<file path="config.mk">
export PLATFORM = sky130hd
export DESIGN_NAME = result_deskew_collector
export DESIGN_NICKNAME = d
export VERILOG_FILES = /design/src/rtl/pca_tpu_pkg.sv /design/src/rtl/deskew_lane_capture.sv /design/src/rtl/result_deskew_collector.sv
export SDC_FILE = /design/constraint.sdc
export NUM_CORES = 1
export LEC_CHECK = 0
export ABC_AREA = 1
export CAP_MARGIN = 25
export CORE_MARGIN = 2
export CORE_UTILIZATION = 45
export DETAILED_ROUTE_END_ITERATION = 7
export PLACE_DENSITY_LB_ADDON = 0.05
export SYNTH_ARGS = -nofsm -noshare
export SYNTH_HDL_FRONTEND = slang
export SYNTH_SLANG_ARGS = --single-unit
</file>
<file path="constraint.sdc">
create_clock -name clk -period 1.6 [get_ports clk]
set_input_delay 0.4 -clock clk [delete_from_list [all_inputs] [get_ports clk]]
set_output_delay 0.4 -clock clk [all_outputs]
set_load 0.02 [all_outputs]
</file>
<file path="src/rtl/pca_tpu_pkg.sv">
// Shared definitions for the PCA/TPU datapath: default sizes, collector states
// and the row-major flattened-matrix bit-offset helper.
package pca_tpu_pkg;

    localparam int DEF_MATRIX_SIZE = 4;
    localparam int DEF_DATA_WIDTH  = 8;
    localparam int SKEW_CYCLES     = 2 * DEF_MATRIX_SIZE - 1;

    typedef enum logic [1:0] {
        ST_IDLE    = 2'd0,
        ST_COLLECT = 2'd1,
        ST_DONE    = 2'd2
    } collect_state_t;

    // Element (r,c) of an n x n matrix; row 0, col 0 lands in the MSBs.
    function automatic int flat_offset(input int r, input int c, input int n, input int dw);
        return (n * n - 1 - (r * n + c)) * dw;
    endfunction

endpackage

</file>
<file path="src/rtl/deskew_lane_capture.sv">
// One output lane's register column: stores row (t - LANE) of column LANE
// whenever the skew cycle falls inside this lane's window.
module deskew_lane_capture
    import pca_tpu_pkg::*;
#(
    parameter int MATRIX_SIZE = DEF_MATRIX_SIZE,
    parameter int DATA_WIDTH  = DEF_DATA_WIDTH,
    parameter int LANE        = 0,
    parameter int CNT_W       = 3
) (
    input  logic                                  clk,
    input  logic                                  rst,
    input  logic                                  capture,
    input  logic [CNT_W-1:0]                      t,
    input  logic [DATA_WIDTH-1:0]                 lane_data,
    output logic [MATRIX_SIZE-1:0][DATA_WIDTH-1:0] col_next
);

    logic [MATRIX_SIZE-1:0][DATA_WIDTH-1:0] col_q;

    // Exposing the next-state view lets the top publish the final row on the
    // same edge that captures it.
    always_comb begin
        col_next = col_q;
        for (int r = 0; r < MATRIX_SIZE; r++) begin
            if (capture && (t == CNT_W'(LANE + r)))
                col_next[r] = lane_data;
        end
    end

    always_ff @(posedge clk) begin
        if (rst)
            col_q <= '0;
        else
            col_q <= col_next;
    end

endmodule

</file>
<file path="src/rtl/result_deskew_collector.sv">
// Receive end of the systolic array: undoes the diagonal skew of the TPU output
// lanes and publishes the assembled N x N result as one flattened word.
module result_deskew_collector
    import pca_tpu_pkg::*;
#(
    parameter int MATRIX_SIZE = DEF_MATRIX_SIZE,
    parameter int DATA_WIDTH  = DEF_DATA_WIDTH
) (
    input  logic                                     clk,
    input  logic                                     rst,
    input  logic                                     start,
    input  logic [DATA_WIDTH-1:0]                    TPU_outarray [MATRIX_SIZE],
    output logic [MATRIX_SIZE*MATRIX_SIZE*DATA_WIDTH-1:0] flattened_result_output,
    output logic                                     busy,
    output logic                                     done_collect,
    output logic                                     result_valid
);

    localparam int SKEW  = 2 * MATRIX_SIZE - 1;
    localparam int LAST  = SKEW - 1;
    localparam int CNT_W = (SKEW > 1) ? $clog2(SKEW) : 1;

    collect_state_t   state;
    logic [CNT_W-1:0] cnt;
    logic             cap_en;
    logic [CNT_W-1:0] cap_t;
    logic             launch;

    logic [MATRIX_SIZE-1:0][MATRIX_SIZE-1:0][DATA_WIDTH-1:0] cols_next;
    logic [MATRIX_SIZE*MATRIX_SIZE*DATA_WIDTH-1:0]           flat_next;

    // A start is honoured only from IDLE or DONE; inside COLLECT it is ignored.
    assign launch = start && (state != ST_COLLECT);
    assign cap_en = (state == ST_COLLECT) || launch;
    assign cap_t  = (state == ST_COLLECT) ? cnt : '0;

    for (genvar j = 0; j < MATRIX_SIZE; j++) begin : g_lane
        deskew_lane_capture #(
            .MATRIX_SIZE (MATRIX_SIZE),
            .DATA_WIDTH  (DATA_WIDTH),
            .LANE        (j),
            .CNT_W       (CNT_W)
        ) u_lane (
            .clk       (clk),
            .rst       (rst),
            .capture   (cap_en),
            .t         (cap_t),
            .lane_data (TPU_outarray[j]),
            .col_next  (cols_next[j])
        );
    end

    always_comb begin
        flat_next = '0;
        for (int r = 0; r < MATRIX_SIZE; r++) begin
            for (int c = 0; c < MATRIX_SIZE; c++) begin
                flat_next[flat_offset(r, c, MATRIX_SIZE, DATA_WIDTH) +: DATA_WIDTH] = cols_next[c][r];
            end
        end
    end

    always_ff @(posedge clk) begin
        if (rst) begin
            state                   <= ST_IDLE;
            cnt                     <= '0;
            flattened_result_output <= '0;
            busy                    <= 1'b0;
            done_collect            <= 1'b0;
            result_valid            <= 1'b0;
        end else begin
            done_collect <= 1'b0;
            case (state)
                ST_IDLE, ST_DONE: begin
                    if (launch) begin
                        cnt          <= CNT_W'(1);
                        busy         <= 1'b1;
                        result_valid <= 1'b0;
                        state        <= ST_COLLECT;
                    end else begin
                        state <= ST_IDLE;
                    end
                end
                ST_COLLECT: begin
                    if (cnt == CNT_W'(LAST)) begin
                        flattened_result_output <= flat_next;
                        cnt                     <= '0;
                        busy                    <= 1'b0;
                        done_collect            <= 1'b1;
                        result_valid            <= 1'b1;
                        state                   <= ST_DONE;
                    end else begin
                        cnt <= cnt + 1'b1;
                    end
                end
                default: begin
                    state <= ST_IDLE;
                    cnt   <= '0;
                    busy  <= 1'b0;
                end
            endcase
        end
    end

endmodule
</file>
# Word-level counts from Yosys, hierarchy flattened
# Cells that the tools add are included.
dict set report totals {
  romBits 0
  latchBits 0
  ramBits 0
  n_memories 0
  reg_bits 264
  in_bits 35
}
dict set report classes {
  shift 0
  n_addsub 1
  n_bitwise 1
  multipliers 0
  n_eq_ne 12
  n_lt_le_gt_ge 0
  n_reduce_logical 17
  n_div 0
  muxes 30
}
# op n
set ops {}
lappend ops {{2-to-1 mux 8 bit} 16}
lappend ops {{== test 3 bit, second input constant} 4}
lappend ops {{2-to-1 mux 3 bit} 3}
lappend ops {{logical AND 1 bit} 8}
lappend ops {{== test 3 x 2 -> 1 bit, second input constant} 2}
lappend ops {{2-to-1 mux 1 bit} 6}
lappend ops {{one-hot mux 3 bit (2 select lines)} 1}
lappend ops {{inequality test 2 x 1 -> 1 bit, second input constant} 2}
lappend ops {{one-hot mux 1 bit (2 select lines)} 2}
lappend ops {{one-hot mux 2 bit (2 select lines)} 1}
lappend ops {{AND reduction 2 bit} 2}
lappend ops {{OR reduction 2 bit} 2}
lappend ops {{adder 3 x 1 -> 3 bit, second input constant} 1}
lappend ops {{== test 3 x 1 -> 1 bit, second input constant} 1}
lappend ops {{logical NOT 3 bit} 1}
lappend ops {{AND reduction 3 bit} 1}
lappend ops {{== test 2 x 1 -> 1 bit, second input constant} 1}
lappend ops {{== test 2 bit, second input constant} 1}
lappend ops {{logical NOT 2 bit} 1}
lappend ops {{2-to-1 mux 2 bit} 1}
lappend ops {{inequality test 2 bit, second input constant} 1}
lappend ops {{nonzero test 2 bit} 1}
lappend ops {{logical OR 1 bit} 1}
lappend ops {{NOT 1 bit} 1}

# Depth between registers and ports, before layout
dict set report depth {
  ltp_word 5
  ltp_mapped 10
}

# Hierarchy
# A second synthesis with hierarchy kept.
dict set report unflattened {
  hier_cells 1898
  area_unflattened_um2 12280.5
}
# module n_inst cells_each area_each_um2
set modules_own_cells {}
lappend modules_own_cells {result_deskew_collector 1 889 6032.0}
lappend modules_own_cells {{deskew_lane_capture at g_lane[1].u_lane} 1 252 1579.0}
lappend modules_own_cells {{deskew_lane_capture at g_lane[0].u_lane} 1 253 1574.0}
lappend modules_own_cells {{deskew_lane_capture at g_lane[2].u_lane} 1 252 1565.3}
lappend modules_own_cells {{deskew_lane_capture at g_lane[3].u_lane} 1 252 1530.2}

# Worst setup path after synthesis
# No wires, ideal clock.
dict set report synth_timing {
  path_type {flip-flop to flip-flop}
  from {register cnt[0]}
  to {register flattened_result_output[53]}
  t_required_ns 1.491
  synth_period_minus_slack_ns 1.436
  setup_ns 0.109
  path_stages_with_launch 10
  slack_ns 0.164
  arrival_ns 1.327
  cell_sequence {dfxtp_1 -> buf_2 -> inv_1 -> nand3_1 -> nor2_4 -> buf_2 -> buf_2 -> nand3_1 -> nand2_1 -> inv_1}
}
dict set report synth_via {
  elab_chain_len 4
  elab_cells_between_ends 6
  cone_classes {2 x eq/ne; 2 x mux; 2 x reduce/logical}
}
# item line_no
set synth_lines {}
lappend synth_lines {{start, declared} result_deskew_collector.sv:24} ;# logic [CNT_W-1:0] cnt;
lappend synth_lines {{start signal, assigned} result_deskew_collector.sv:92} ;# cnt <= cnt + 1'b1;
lappend synth_lines {{2-to-1 mux 3 bit} result_deskew_collector.sv:35} ;# assign cap_t = (state == ST_COLLECT) ? cnt : '0;
lappend synth_lines {{== test 3 x 2 -> 1 bit} deskew_lane_capture.sv:26} ;# if (capture && (t == CNT_W'(LANE + r)))
lappend synth_lines {{logical AND 1 bit} deskew_lane_capture.sv:26}
lappend synth_lines {{2-to-1 mux 8 bit} deskew_lane_capture.sv:26}
lappend synth_lines {{end signal, assigned} result_deskew_collector.sv:85} ;# flattened_result_output <= flat_next;
lappend synth_lines {{end, declared} result_deskew_collector.sv:13} ;# output logic [MATRIX_SIZE*MATRIX_SIZE*DATA_WIDTH-1:0] flattened_result_output,
# Parallel ways exist; a longest one is shown, timed or not.
# A chain may end at the register's enable or synchronous reset.

# Final worst setup path
dict set report layout_timing {
  from {register flattened_result_output[0]}
  to {output flattened_result_output[0]}
}
# No word-level cell between the ends.

==> results.json <==
{
  "num-nets-final": 1594,
  "drt_iter0_drc": 559,
  "numCtsBuffers": 27,
  "cts_buffer_depth": 3,
  "io_pins": 166,
  "die_area_um2": 23300,
  "routed_via_density": 4.91,
  "die_h_um": 153,
  "syn_area_per_cell_um2": 7.15,
  "yosysUniqueCellTypes": 19,
  "min_path_type": "input pin to flop",
  "clock-sinks": 256,
  "seq_area_frac_synth_pct": 51.4,
  "gr-usage-all-layers_pct": 21.9,
  "cp-start-kind": "flop",
  "status": "complete, no violations",
  "dieWidth_um": 153,
  "route.detailed.drc": 0,
  "finalPower_w": 0.0129,
  "p_per_area_nw_per_um2": 998,
  "postSynthCellCount": 1394,
  "syn_nets": 1429,
  "r2r_slack_ps": 130,
  "place_inst": 1805,
  "finalMaxSlewViolations": 0,
  "worstMarginPinSlew_ps": 370,
  "critPathRequiredTime_ps": 1200,
  "min_period_over_period_pct": 98.4,
  "h-tree-depth": 1,
  "yosysTopAreaCellShare_pct": 51.4,
  "start_util_pct": 45.8,
  "rows": 54,
  "ir_worst_vdd_mv": 0.748,
  "crit_family": "flip-flops",
  "wire_per_inst_um": 14.3,
  "final_util_pct": 59.4,
  "gp_congestion": 0.798,
  "fill_cells": 2113,
  "synth_top_area_cell": "dfxtp_1",
  "fmax_ghz": 0.635,
  "n_antenna_cell": 0,
  "max-cap-violations": 0,
  "crit_slowest_cell": "dfxtp_1",
  "endpoint_kind": "primary output",
  "leakage_nw": 5.71,
  "wirelength_mm": 26.5,
  "root_buffer": "clkbuf_16",
  "drive_gt1_share_pct": 12.1,
  "synth.area.top_cells": "dfxtp_1 51%, nand2_1 11%, nor2_1 9.8%",
  "grt_first_pass_wirelength_mm": 42.5,
  "insertion_delay_ps": 520,
  "synth-seq-cells": 256,
  "dr.pass1.iters": 5,
  "mappedNetlistArea_um2": 9960,
  "synth_warnings": 0,
  "crit_fanout": 2,
  "grt_remaining_overflow": 0,
  "io_buffers": 165,
  "crit_arrival_ps": 1170,
  "instances_no_fill": 1856,
  "clkTransAtPathRegs_ps": 60,
  "antenna_found_initial": 0,
  "finalHoldViolations": 0,
  "crit_buf_inv": 1,
  "dpl.hpwl_mm": 17.7,
  "grt_max_degree": 64,
  "slowest_delay_ps": 350,
  "holdWs_ps": 180,
  "critical_path_class": "flop to primary output",
  "period_needed_ps": 1570,
  "slew_headroom_pct": 75.2,
  "setup_viol": 0,
  "rsz0062_at_grt": "yes",
  "synthToLayoutAreaGrowth_pct": 29.7,
  "crit_chain": "clkdlybuf4s15_1",
  "vias": 9108,
  "core_um2": 21800,
  "clock_skew_ps": 6.96,
  "cts_tree": "done",
  "grt_pass1_vias": 8086,
  "ant_nets": 0
}
-- registers in the layout, summed over array words and instances (netlist names) --
| signal | flops |
|---|---|
| done_collect | 1 |
| cnt | 3 |
| result_valid | 1 |
| flattened_result_output | 128 |
| g_lane.u_lane.col_q | 120 |
| state | 2 |
| busy | 1 |
-- layout by cell type (no fill, tap or decap) --
cell type / instances
nand2_1: 302
nand3_1: 171
nor2_2: 1
clkbuf_16: 28
buf_2: 6
inv_2: 3
clkbuf_1: 9
o21ai_0: 19
nand3_2: 1
clkbuf_8: 7
nor2_1: 260
clkdlybuf4s15_1: 49
buf_4: 33
a31oi_1: 1
o21ai_2: 2
nor2_4: 3
dfxtp_2: 3
clkinv_2: 3
nand2_2: 1
nor3_4: 1
clkbuf_2: 47
a21oi_1: 118
inv_1: 142
dfxtp_4: 1
clkdlybuf4s15_2: 25
nand4_1: 25
clkdlybuf4s50_1: 33
buf_6: 2
dfxtp_1: 252
buf_12: 23
nand2_4: 1
dlygate4sd2_1: 4
-- worst paths after layout --
check / end / depth (start not counted) / from
worst max register to register: flattened_result_output[18] / 8 / cnt[1]
worst min register to register: flattened_result_output[4] / 2 / flattened_result_output[4]
worst min-delay path: g_lane[3].u_lane.col_q[9] / 2 / rst
worst max-delay path: flattened_result_output[0] / 1 / flattened_result_output[0]
-- area by class of cell --
cell class | count | area, um2 | share of cell area, %
Sequential cell | 256 | 5130 | 39.7
Clock inverter | 3 | 15.0 | 0.116
Clock buffer | 43 | 806 | 6.24
Multi-Input combinational cell | 906 | 3920 | 30.3
Inverter | 145 | 544 | 4.21
Tap cell | 280 | 350 | 2.71
Timing Repair Buffer | 223 | 2160 | 16.7
-- cell families after synthesis --
group | share of synthesized area, %
AND/OR/NAND/NOR | 32.1
flip-flops | 51.4
buffers and inverters | 9.38
AO/OA/AOI/OAI | 7.12
-- Yosys cell counts --
cell type    n
o21ai_0     19
nand3_1    171
nor2_1     261
nor3_4       1
dfxtp_1    256
a31oi_1      1
nor2_4       3
nand2_2      1
nand4_1     25
buf_1       10
buf_2       42
o21ai_2      2
a21oi_1    118
clkbuf_1    32
nand3_2      1
nand2_1    303
buf_4        3
inv_1      142
inv_2        3
-- report_power, final --
group	switching [W]	total (W)	internal [W]
Clock	0.00245	0.00586	0.00341
Combinational	0.000389	0.000591	0.000202
Sequential	0.0000238	0.00645	0.00642
-- per-layer routing --
metal	routed length, um	up-vias	global-route usage [%]
met4	398	0	4.81
met1	13400	4121	33.6
li1	-	4722	-
met5	0	-	0
met3	1460	25	2.90
met2	11200	240	33.0
-- through the flow --
step	setup TNS [ps]	cell area [um2]	worst slack [ps]
5_1_grt	-15.6	12900	-15.6
3_3_place_gp	-1360	12300	-130
2_1_floorplan	0	9960	164
3_5_place_dp	-1560	12300	-148
6_report	0	12900	25.8
4_1_cts	0	13100	0.435
-- repair_timing --
item                       in CTS  in global routing
pin swaps                       0                  2
gates resized for setup       245                105
setup buffers                   0                  4
setup endpoints to repair     131                228
gates cloned                    0                  1
hold buffers                    0                  0
hold endpoints to repair        0                  0
Power figures use the tool's default switching activity.
